[src/rtl/fft_stream_ctrl_pkg.sv]
// Shared definitions for the fft stream controller: default sizing and FSM states.
package fft_stream_ctrl_pkg;

    localparam int unsigned LOGN_DEF       = 12;
    localparam int unsigned DW_DEF         = 128;
    localparam int unsigned READ_LAT_DEF   = 2;
    localparam int unsigned FIFO_DEPTH_DEF = 4;
    localparam int unsigned GUARD_DEF      = 4;

    typedef enum logic [2:0] {
        ST_IDLE,
        ST_LOAD,
        ST_START,
        ST_WAIT,
        ST_DRAIN
    } state_e;

endpackage

[src/rtl/stream_fifo.sv]
// Synchronous FIFO with occupancy count; used as the output skid buffer.
module stream_fifo #(
    parameter int unsigned DW    = 128,
    parameter int unsigned DEPTH = 4,
    parameter int unsigned CW    = $clog2(DEPTH + 1)
) (
    input  logic          clk,
    input  logic          rst,
    input  logic          push,
    input  logic [DW-1:0] din,
    input  logic          pop,
    output logic [DW-1:0] dout,
    output logic [CW-1:0] count,
    output logic          full,
    output logic          empty
);

    localparam int unsigned AW = (DEPTH > 1) ? $clog2(DEPTH) : 1;
    localparam logic [AW-1:0] PTR_LAST = AW'(DEPTH - 1);

    logic [DW-1:0] mem_q [DEPTH];
    logic [AW-1:0] wr_ptr_q, wr_ptr_d;
    logic [AW-1:0] rd_ptr_q, rd_ptr_d;
    logic [CW-1:0] count_q, count_d;
    logic          do_push, do_pop;

    assign do_push = push && !full;
    assign do_pop  = pop && !empty;

    always_comb begin
        wr_ptr_d = wr_ptr_q;
        rd_ptr_d = rd_ptr_q;
        count_d  = count_q;
        if (do_push) begin
            wr_ptr_d = (wr_ptr_q == PTR_LAST) ? '0 : wr_ptr_q + AW'(1);
        end
        if (do_pop) begin
            rd_ptr_d = (rd_ptr_q == PTR_LAST) ? '0 : rd_ptr_q + AW'(1);
        end
        case ({do_push, do_pop})
            2'b10:   count_d = count_q + CW'(1);
            2'b01:   count_d = count_q - CW'(1);
            default: count_d = count_q;
        endcase
    end

    always_ff @(posedge clk) begin
        if (rst) begin
            wr_ptr_q <= '0;
            rd_ptr_q <= '0;
            count_q  <= '0;
        end else begin
            wr_ptr_q <= wr_ptr_d;
            rd_ptr_q <= rd_ptr_d;
            count_q  <= count_d;
        end
    end

    // Storage is not reset; occupancy alone defines what is valid.
    always_ff @(posedge clk) begin
        if (do_push) begin
            mem_q[wr_ptr_q] <= din;
        end
    end

    assign dout  = mem_q[rd_ptr_q];
    assign count = count_q;
    assign full  = (count_q == CW'(DEPTH));
    assign empty = (count_q == '0);

endmodule

[src/rtl/fft_stream_ctrl.sv]
// Load/start/unload sequencer around the fft core: bit-reversed RAM load, start strobe,
// completion wait, then natural-order readout through a skid FIFO.
module fft_stream_ctrl
    import fft_stream_ctrl_pkg::*;
#(
    parameter int unsigned LOGN       = LOGN_DEF,
    parameter int unsigned DW         = DW_DEF,
    parameter int unsigned READ_LAT   = READ_LAT_DEF,
    parameter int unsigned FIFO_DEPTH = FIFO_DEPTH_DEF,
    parameter int unsigned GUARD      = GUARD_DEF
) (
    input  logic          clk,
    input  logic          rst,
    input  logic          s_valid,
    output logic          s_ready,
    input  logic [DW-1:0] s_data,
    output logic          m_valid,
    input  logic          m_ready,
    output logic [DW-1:0] m_data,
    output logic          m_last,
    output logic          fft_we,
    output logic          fft_rev,
    output logic [31:0]   fft_addr,
    output logic [DW-1:0] fft_din,
    output logic          fft_sig,
    input  logic [DW-1:0] fft_dout,
    input  logic          fft_busy,
    output logic          frame_busy,
    output logic          done
);

    localparam int unsigned FCW = $clog2(FIFO_DEPTH + 1);
    localparam int unsigned IW  = $clog2(READ_LAT + 1);
    localparam int unsigned OW  = $clog2(FIFO_DEPTH + READ_LAT + 1);
    localparam int unsigned GW  = $clog2(GUARD + 1);
    localparam logic [LOGN:0] CNT_N    = {1'b1, {LOGN{1'b0}}};
    localparam logic [LOGN:0] CNT_LAST = {1'b0, {LOGN{1'b1}}};
    localparam logic [LOGN:0] CNT_ONE  = {{LOGN{1'b0}}, 1'b1};

    state_e                state_q, state_d;
    logic [LOGN:0]         wcnt_q, wcnt_d;
    logic [LOGN:0]         rcnt_q, rcnt_d;
    logic [LOGN:0]         ocnt_q, ocnt_d;
    logic [GW-1:0]         gcnt_q, gcnt_d;
    logic [READ_LAT-1:0]   inflight_q, inflight_d;
    logic [IW-1:0]         inflight_cnt;
    logic [OW-1:0]         occupancy;
    logic [FCW-1:0]        fifo_count;
    logic                  fifo_full, fifo_empty;
    logic                  rd_issue, pop;

    assign m_valid    = !fifo_empty;
    assign pop        = m_valid && m_ready;
    assign m_last     = m_valid && (ocnt_q == CNT_LAST);
    assign frame_busy = (state_q != ST_IDLE);

    always_comb begin
        inflight_cnt = '0;
        for (int unsigned i = 0; i < READ_LAT; i++) begin
            inflight_cnt = inflight_cnt + IW'(inflight_q[i]);
        end
        occupancy = OW'(fifo_count) + OW'(inflight_cnt);
    end

    always_comb begin
        state_d  = state_q;
        wcnt_d   = wcnt_q;
        rcnt_d   = rcnt_q;
        ocnt_d   = ocnt_q;
        gcnt_d   = gcnt_q;
        s_ready  = 1'b0;
        fft_we   = 1'b0;
        fft_rev  = 1'b0;
        fft_addr = '0;
        fft_din  = '0;
        fft_sig  = 1'b0;
        rd_issue = 1'b0;
        done     = 1'b0;
        case (state_q)
            ST_IDLE, ST_LOAD: begin
                s_ready = !rst;
                if (s_valid && !rst) begin
                    fft_we   = 1'b1;
                    fft_rev  = 1'b1;
                    fft_addr = 32'(wcnt_q[LOGN-1:0]);
                    fft_din  = s_data;
                    if (wcnt_q == CNT_LAST) begin
                        wcnt_d  = '0;
                        state_d = ST_START;
                    end else begin
                        wcnt_d  = wcnt_q + CNT_ONE;
                        state_d = ST_LOAD;
                    end
                end
            end
            ST_START: begin
                fft_sig = 1'b1;
                gcnt_d  = '0;
                state_d = ST_WAIT;
            end
            ST_WAIT: begin
                if (gcnt_q != GW'(GUARD)) begin
                    gcnt_d = gcnt_q + GW'(1);
                end else if (!fft_busy) begin
                    rcnt_d  = '0;
                    ocnt_d  = '0;
                    state_d = ST_DRAIN;
                end
            end
            ST_DRAIN: begin
                // Reserve FIFO space for every read still in the RAM pipeline so pushes never overflow.
                rd_issue = (rcnt_q != CNT_N) && !fifo_full && (occupancy < OW'(FIFO_DEPTH));
                fft_addr = (rcnt_q == CNT_N) ? 32'(CNT_LAST[LOGN-1:0]) : 32'(rcnt_q[LOGN-1:0]);
                if (rd_issue) begin
                    rcnt_d = rcnt_q + CNT_ONE;
                end
                if (pop) begin
                    ocnt_d = ocnt_q + CNT_ONE;
                end
                if (pop && m_last) begin
                    done    = 1'b1;
                    state_d = ST_IDLE;
                end
            end
            default: state_d = ST_IDLE;
        endcase
        inflight_d = (inflight_q << 1) | READ_LAT'(rd_issue);
    end

    always_ff @(posedge clk) begin
        if (rst) begin
            state_q    <= ST_IDLE;
            wcnt_q     <= '0;
            rcnt_q     <= '0;
            ocnt_q     <= '0;
            gcnt_q     <= '0;
            inflight_q <= '0;
        end else begin
            state_q    <= state_d;
            wcnt_q     <= wcnt_d;
            rcnt_q     <= rcnt_d;
            ocnt_q     <= ocnt_d;
            gcnt_q     <= gcnt_d;
            inflight_q <= inflight_d;
        end
    end

    stream_fifo #(
        .DW    (DW),
        .DEPTH (FIFO_DEPTH),
        .CW    (FCW)
    ) u_out_fifo (
        .clk   (clk),
        .rst   (rst),
        .push  (inflight_q[READ_LAT-1]),
        .din   (fft_dout),
        .pop   (pop),
        .dout  (m_data),
        .count (fifo_count),
        .full  (fifo_full),
        .empty (fifo_empty)
    );

endmodule

[config.mk]
export PLATFORM = sky130hd
export DESIGN_NAME = fft_stream_ctrl
export DESIGN_NICKNAME = d
export VERILOG_FILES = /design/src/rtl/fft_stream_ctrl_pkg.sv /design/src/rtl/stream_fifo.sv /design/src/rtl/fft_stream_ctrl.sv
export SDC_FILE = /design/constraint.sdc
export NUM_CORES = 1
export LEC_CHECK = 0
export ABC_AREA = 1
export CORE_ASPECT_RATIO = 1.2
export CORE_MARGIN = 1.5
export CORE_UTILIZATION = 50
export CTS_CLUSTER_SIZE = 25
export DETAILED_ROUTE_END_ITERATION = 8
export PLACE_DENSITY = 0.76
export SYNTH_ARGS = -nofsm -noshare
export SYNTH_HDL_FRONTEND = slang
export SYNTH_HIERARCHICAL = 1
export SYNTH_SLANG_ARGS = --single-unit
[constraint.sdc]
create_clock -name clk -period 7.2 [get_ports clk]
set_input_delay 1.44 -clock clk [delete_from_list [all_inputs] [get_ports clk]]
set_output_delay 1.44 -clock clk [all_outputs]
set_load 0.05 [all_outputs]
# Word level (Yosys, flattened, before mapping)
# Memory sizes are Yosys's and may differ from the RTL's. A register that Yosys moved wholly into a read port is not among the register bits.
# Cells that the tools add are included.
# op_classes
add_sub_neg,10
n_lt_le_gt_ge,1
eq_ne,21
n_mux,34
bitwise,1
n_reduce_logical,23
# op_table
op,n
$mux W128,2
$mux W13,5
$pmux W13 S2,2
$add A13 B1 Y13 const B,3
$eq A13 B12 Y1 const B,2
$mux W12,2
$pmux W12 S2,1
$mux W3,5
$ne A2 B2 Y1 const B,7
$eq A13 B13 Y1 const B,1
$ne A13 B13 Y1 const B,1
$pmux W3 S2,2
$pmux W3 S4,1
$reduce_and A4 Y1,3
$mux W2,5
$mux W1,9
$logic_and A1 B1 Y1,8
$add A3 B1 Y3 const B,2
$eq A2 B2 Y1 const B,3
$eq A3 B2 Y1 const B,2
$eq A3 B3 Y1 const B,2
$logic_not A3 Y1,2
$reduce_bool A2 Y1,3
$add A2 B1 Y2 const B,2
12 further kinds,15
# totals
ff_bits,54
mem_bits_rw,512
in_bits,261
memories,1
# memory_table
name,words,width,rd,rd_ports_with_merged_regs,wr,line,rtl
u_out_fifo.mem_q,4,128,1,1,1,stream_fifo.sv:21,logic [DW-1:0] mem_q [DEPTH];

# Depth between registers and ports, before layout
# depth
ltp_word,6
mapped_depth,15
depth_no_buf,15

# Hierarchy
# Netlist, hierarchy kept.
# modules_own_cells
mod,n_inst,cells_each,area_per_inst_um2
stream_fifo,1,1310,19850.3
fft_stream_ctrl,1,749,4170.2

# Worst setup path after synthesis
# No wires, ideal clock.
# synth_path
path_type,register to register
from,"register u_out_fifo.count_q[1], in the netlist u_out_fifo/count[1]"
to,memory u_out_fifo.mem_q[0][0] (enable)
setup_ps,617
arrival_time_ps,6004
required_time_ps,6583
slack_ps,578
stages_incl_launch_ff,5
path_buffers,0
cell_sequence,dfxtp_1 nor2_1 nand2_1 nand2_1 nor2_1
# synth_between
elab_chain_len,5
# synth_rtl
element,line,rtl
"start, declared",stream_fifo.sv:24,"logic [CW-1:0] count_q, count_d;"
"start signal, assigned",stream_fifo.sv:55,count_q <= count_d;
$eq A3 B3 Y1,stream_fifo.sv:68,assign full = (count_q == CW'(DEPTH));
$logic_not A1 Y1,stream_fifo.sv:27,assign do_push = push && !full;
$logic_and A1 B1 Y1,stream_fifo.sv:27,
$mux W1,stream_fifo.sv:61,if (do_push) begin
$mux W1 (implied by the code),stream_fifo.sv:62,mem_q[wr_ptr_q] <= din;
"end, declared",stream_fifo.sv:21,
# No other way between the ends.

==> metrics.md <==
| Metric | Value |
|---|---|
| Clk Latency, worst-skew pair | `0.60 ns` |
| Sequential area share after synthesis | `0.6867` |
| Largest net degree at the start of global routing | `165` |
| Setup CP Type | `flip-flop to output pin` |
| Warnings from Yosys | `6` |
| Most common cell in the synthesized netlist | `edfxtp_1` |
| Syn Inst Count | `2059` |
| DRC | `0` |
| RSZ-0062 raised after global routing | `false` |
| Number of library cell types mapped by synthesis | `43` |
| Gr ovfl total | `0` |
| Post-CTS Setup Inserts | `0` |
| Avg Vias per Cell | `5.503` |
| Io pins | `557` |
| Die span in y | `243.1 um` |
| Outcome | `complete, no violations` |
| CP startpoint kind | `flip-flop` |
| First-pass DRT Iterations | `6` |
| Power density over cell area | `225.9 nW/um^2` |
| Commonest cells post-synth | `edfxtp_1, nor2_1, inv_1` |
| Synth area leader | `edfxtp_1` |
| Slew Limit Fails | `0` |
| Post-layout utilization of the core | `0.6617` |
| Top FF cell, synth | `edfxtp_1` |
| Num CTS Buffers | `53` |
| Bufs on Longest Clock Path | `3` |
| 1st-iter DRT viols | `1467` |
| Global placer's final weighted congestion | `1.018` |
| CTS tree | `built` |
| Reg clk slew, reported paths | `0.07 ns` |
| Clock root buffer | `clkbuf_16` |
| Final Hold Fails | `0` |
| Post-CTS resize count | `0` |
| Fmax | `172.7 MHz` |
| Arrival @ worst endpoint | `4.35 ns` |
| Core area | `47240 um^2` |
| Starting Density | `0.5084` |
| Die ar. | `49370 um^2` |
| Cell Area, Synth | `24020 um^2` |
| Asr flop ratio synth | `0` |
| Post-cts hold buffer count | `0` |
| Vias in the first global route | `16740` |
| Worst Hold Class | `flip-flop to flip-flop` |
| Fin Setup TNS | `0 ns` |
| Final setup violation count | `0` |
| CTS sink cnt | `568` |
| Area Overhead vs Synth | `30.15%` |
| IO buf count | `536` |
| Crit. End Element | `output pin` |
| Post-synth EDFFs | `512` |
| Top area cells in the synthesized netlist | `edfxtp_1, nor2_1, dfxtp_1, o21ai_0, inv_1` |
| Post-synthesis register bit count | `568` |
| Critical path fanouts, max | `87` |
| Max cap viols | `0` |
| First-pass GRT wire length | `110.7 mm` |
| Nets | `2826` |
| Post-layout minimum cycle time | `5.790 ns` |
| Final WL | `77.71 mm` |
| Tightest Pin Transition | `1.052 ns` |
| Wire per inst | `24.04 um` |
| Worst VDD drop | `0.2176 mV` |
| Leak | `11.16 nW` |
| Post-synth top area share | `0.6401` |
| Rel. slew slack | `0.2985` |
| # rows | `87` |
| Initial antenna violation count | `35` |
| Total track usage | `0.3105` |
| Via count | `17790` |
| Share of cells above drive strength 1 | `0.08449` |
| Fin crit share | `0.8041` |
| H-tree levels | `2` |
| Chip Width | `203.1 um` |
| DP HPWL | `54.83 mm` |
| Synthesized area per cell | `11.67 um^2` |
| WP data required | `5.76 ns` |
| Antenna Nets Post-Route | `0` |
| Skew final | `0.01985 ns` |
-- cells by family after synthesis --
| logic type | Yosys count | synth area share |
|---|---|---|
| compound gates | 447 | 0.1117 |
| xor+xnor | 10 | 0.003646 |
| flops | 568 | 0.6867 |
| fa+ha+maj | 14 | 0.007605 |
| simple gates | 675 | 0.1195 |
| other cells | 1 | 0.0001561 |
| buf+inv | 344 | 0.07068 |
-- power by group --
| group | switching, mW | internal (mW) |
|---|---|---|
| registers | 0.0123 | 3.60 |
| clock network | 1.19 | 1.50 |
| logic | 0.485 | 0.271 |
-- per-layer routing --
metal,routed length (um),up-vias,share of wire,track usage
met3,8633,146,0.11,0.1008
met2,36710,860,0.47,0.4969
met5,145,-,0.0019,0
met4,2781,24,0.036,0.1133
met1,29440,8652,0.38,0.3953
li1,-,8105,-,-
-- area by class of cell --
type                    instances  area [um^2]
diodes                         17        42.54
clock buffers                  58         1345
clock inverters                38        316.6
fillers                      3533        15980
inverters                     212        809.5
multi-input cells            1166         5933
flip-flops and latches        568        16500
well taps                     623        779.5
repair buffers                550         5533
-- stage by stage --
| step | hold WS (ns) | cell area [um^2] | power (mW) | setup slack (ns) | cells |
|---|---|---|---|---|---|
| after CTS | 0.4443 | 31220 | 7.102 | 1.359 | 3215 |
| after floorplan | 0.4074 | 24090 | 4.099 | 0.5784 | 2078 |
| after global placement | 0.4166 | 29560 | 4.428 | 1.644 | 3119 |
| final | 0.4432 | 31260 | 7.062 | 1.410 | 3232 |
| after global routing | 0.4601 | 31240 | 7.275 | 1.172 | 3224 |
| after detailed placement | 0.4358 | 29560 | 4.439 | 1.577 | 3119 |
-- worst paths after layout --
check	to	cells past startpoint	slack [ns]	start
setup / recovery	m_data[101]	5	1.41	flip-flop
hold / removal	inflight_q[1]$_SDFF_PP0_	2	0.44	inflight_q[0]$_SDFF_PP0_
setup reg to reg	u_out_fifo/mem_q[3][77]$_DFFE_PP_	5	4.26	u_out_fifo/count[1]$_SDFFE_PP0P_
hold reg to reg	inflight_q[1]$_SDFF_PP0_	2	0.44	inflight_q[0]$_SDFF_PP0_
-- registers in the layout (all words and copies together), names as in the netlist, named ones only --
signal               cells
u_out_fifo/mem_q       512
u_out_fifo/rd_ptr_q      2
rcnt_q                  13
inflight_q               2
ocnt_q                  13
u_out_fifo/wr_ptr_q      2
gcnt_q                   3
wcnt_q                  13
u_out_fifo/count         3
state_q                  3
-- layout by cell type (no fill, tap or decap), types with 3 or more instances in the layout --
| master | n |
|---|---|
| nor2_2 | 41 |
| clkbuf_1 | 5 |
| xnor2_1 | 3 |
| o22ai_1 | 89 |
| buf_4 | 9 |
| nor3b_1 | 3 |
| dfxtp_1 | 54 |
| xor2_1 | 7 |
| o21ai_0 | 171 |
| clkinvlp_4 | 4 |
| o22ai_2 | 40 |
| a21oi_1 | 24 |
| clkdlybuf4s50_1 | 536 |
| clkinv_1 | 14 |
| nand2_4 | 4 |
| a21oi_2 | 5 |
| edfxtp_1 | 512 |
| nand2_1 | 112 |
| buf_12 | 5 |
| clkbuf_16 | 53 |
| conb_1 | 20 |
| nand4_1 | 10 |
| nor2_1 | 424 |
| nand3b_1 | 3 |
| inv_2 | 7 |
| diode_2 | 17 |
| nand2_2 | 10 |
| nor3_1 | 15 |
| clkinv_2 | 12 |
| nand3_1 | 40 |
| o21ai_1 | 114 |
| nor2_4 | 6 |
| ha_1 | 13 |
| inv_1 | 200 |
| bufinv_16 | 4 |
-- critical path, cell delays in order, from the launching register on --
cell and delay [ns]:
dfxtp_4 0.98, buf_4 0.71, buf_4 0.65, o21ai_0 0.23, o22ai_2 0.22, clkdlybuf4s50_1 0.88
Power figures use the tool's default switching activity.
==> edit (same settings) <==
Make the reset (`rst`) asynchronous in 2 clocked blocks.
--- a/src/rtl/stream_fifo.sv
+++ b/src/rtl/stream_fifo.sv
@@ -44,7 +44,7 @@
         endcase
     end
 
-    always_ff @(posedge clk) begin
+    always_ff @(posedge clk or posedge rst) begin
         if (rst) begin
             wr_ptr_q <= '0;
             rd_ptr_q <= '0;
--- a/src/rtl/fft_stream_ctrl.sv
+++ b/src/rtl/fft_stream_ctrl.sv
@@ -127,7 +127,7 @@
         inflight_d = (inflight_q << 1) | READ_LAT'(rd_issue);
     end
 
-    always_ff @(posedge clk) begin
+    always_ff @(posedge clk or posedge rst) begin
         if (rst) begin
             state_q    <= ST_IDLE;
             wcnt_q     <= '0;
Check against the original RTL: differs if rst is asserted again (counterexample within 4 cycles, from zero or initial values and one cycle with rst high); with rst held inactive, the same outputs for 4 cycles.
==> edit against the original RTL <==
First-iteration DRC count increased by 7.4%. Count of clock-buffer cells in the layout increased by 10. Sequential cell count decreased by 2. Sequential share of layout area decreased by 1.1 points. Wire length decreased by 1.3%. Synthesized area increased by 4.9%. Final area increased by 3.6%. Via count increased by 3.5%. Fmax increased by 1.8%. Worst setup slack improved by 0.10 ns. Critical path depth increased by 3. Core utilization decreased by 0.68 points. Highest routed layer unchanged.
Power is not compared: it rests on default switching activity, and its combinational part moved more than twofold at a synthesized area within 25%.
==> edit: results (changes against the original RTL) <==
metric,value,unit,change
drt_wl_total,76.7,mm,-1.3%
yosysSeqAreaShare,66.4,%,-2.3 points
yosys.cell_types.count,38,,-12%
finalNetCount,3052,,+8.0%
place_hpwl,54.4,mm,-0.84%
crit_fanout,51,,-41%
cts_resized,0,,unchanged
rrSetupSlack,4.68,ns,+0.42 ns
antenna_found_initial,30,,-14%
async_flop_share,9.54,%,+9.5 points
status,"finished, final reports clean",,
timing.hold.ws,0.401,ns,-0.0425 ns
layout-drive-gt1-share,4.58,%,-3.9 points
viasPerCell,5.30,,-3.7%
grt_pass1_vias,17600,,+5.0%
drt_iter0_drc,1576,,+7.4%
syn_avg_cell_area,11.0,sq um,-6.0%
synth_area_leaders,"edfxtp_1 (61%), nand2_1 (9.7%), o211ai_1 (7.6%), dfrtp_1 (5.4%), inv_1 (4.7%)",,
gp_congestion,0.959,,-5.8%
netlist_top_cells_count,"nand2_1 (649), edfxtp_1 (512), inv_1 (317)",,
grt_max_degree,205,,+24%
cts_made_buffers,54,,+1.9%
dpl-instance-area,30700,sq um,+3.7%
grt_usage,29.1,%,-1.9 points
synth_seq_cells,566,,-0.35%
slew_headroom,31.2,%,+1.3 points
-- edit: logic make-up (layout without fill, tap and decap cells) --
family | count (synthesis) | count (layout) | share of synthesized area, %
other cells | 1 | 37 | 0.0149
flops | 566 | 566 | 66.4
xor+xnor | 20 | 20 | 0.695
fa+ha+maj | 14 | 14 | 0.725
compound gates | 298 | 298 | 8.56
simple gates | 927 | 927 | 14.8
buf+inv | 471 | 974 | 8.80
-- edit: stage by stage --
stage / std cells / setup slack, ns / util [%]
global placement: 3358 / 1.65 / 62.0
CTS: 3456 / 1.53 / 65.4
detailed placement: 3358 / 1.54 / 62.0
finish: 3473 / 1.51 / 65.5
global route: 3469 / 1.35 / 65.5
floorplan: 2316 / 0.519 / -
-- edit: final cells by class --
type	instances	area, sq um	area share, %
tap	637	797	2.46
clock buffer	68	1420	4.40
clock inverter	30	249	0.769
sequential	566	16700	51.7
inverter	323	1220	3.77
timing repair buffer	553	5570	17.2
multi-input combinational	1279	6350	19.6
antenna	17	42.5	0.131
-- edit: path summary, 6_finish.rpt --
path	from	endpoint	depth (start not counted)
worst max-delay path	rst	fft_din[89]	8
worst min-delay path	inflight_q[0]	inflight_q[1]	0
worst max register to register	u_out_fifo/count[1]	u_out_fifo/count[2]	13
worst min register to register	inflight_q[0]	inflight_q[1]	0
max in group asynchronous	rst	wcnt_q[10]	3
min in group asynchronous	rst	u_out_fifo/rd_ptr_q[1]	2
-- edit: layer usage --
layer | wire length (um) | part of all wire, % | up-vias | GRT usage (%)
li1 | - | - | 8634 | -
met1 | 28100 | 37 | 8895 | 33.3
met2 | 38600 | 50 | 704 | 50.6
met3 | 6360 | 8.3 | 157 | 8.28
met4 | 3600 | 4.7 | 16 | 13.3
met5 | 110 | 0.14 | - | 0
-- edit: critical path, cell delays in order --
cell             delay (ns)
clkdlybuf4s50_1        0.46
clkinv_1               0.08
nand2_1                0.18
inv_4                  0.45
buf_4                  0.45
nand2_1                0.12
nor2_1                 0.13
clkdlybuf4s50_1        0.85
-- edit: power by group through the flow --
stage	clock network [uW]	logic [uW]	registers, uW
final	2680	4840	3770
after global routing	2850	5080	3780
after CTS	2720	4840	3770
after detailed placement	0	4810	3840
after global placement	0	4740	3840
after floorplan	0	3470	3710
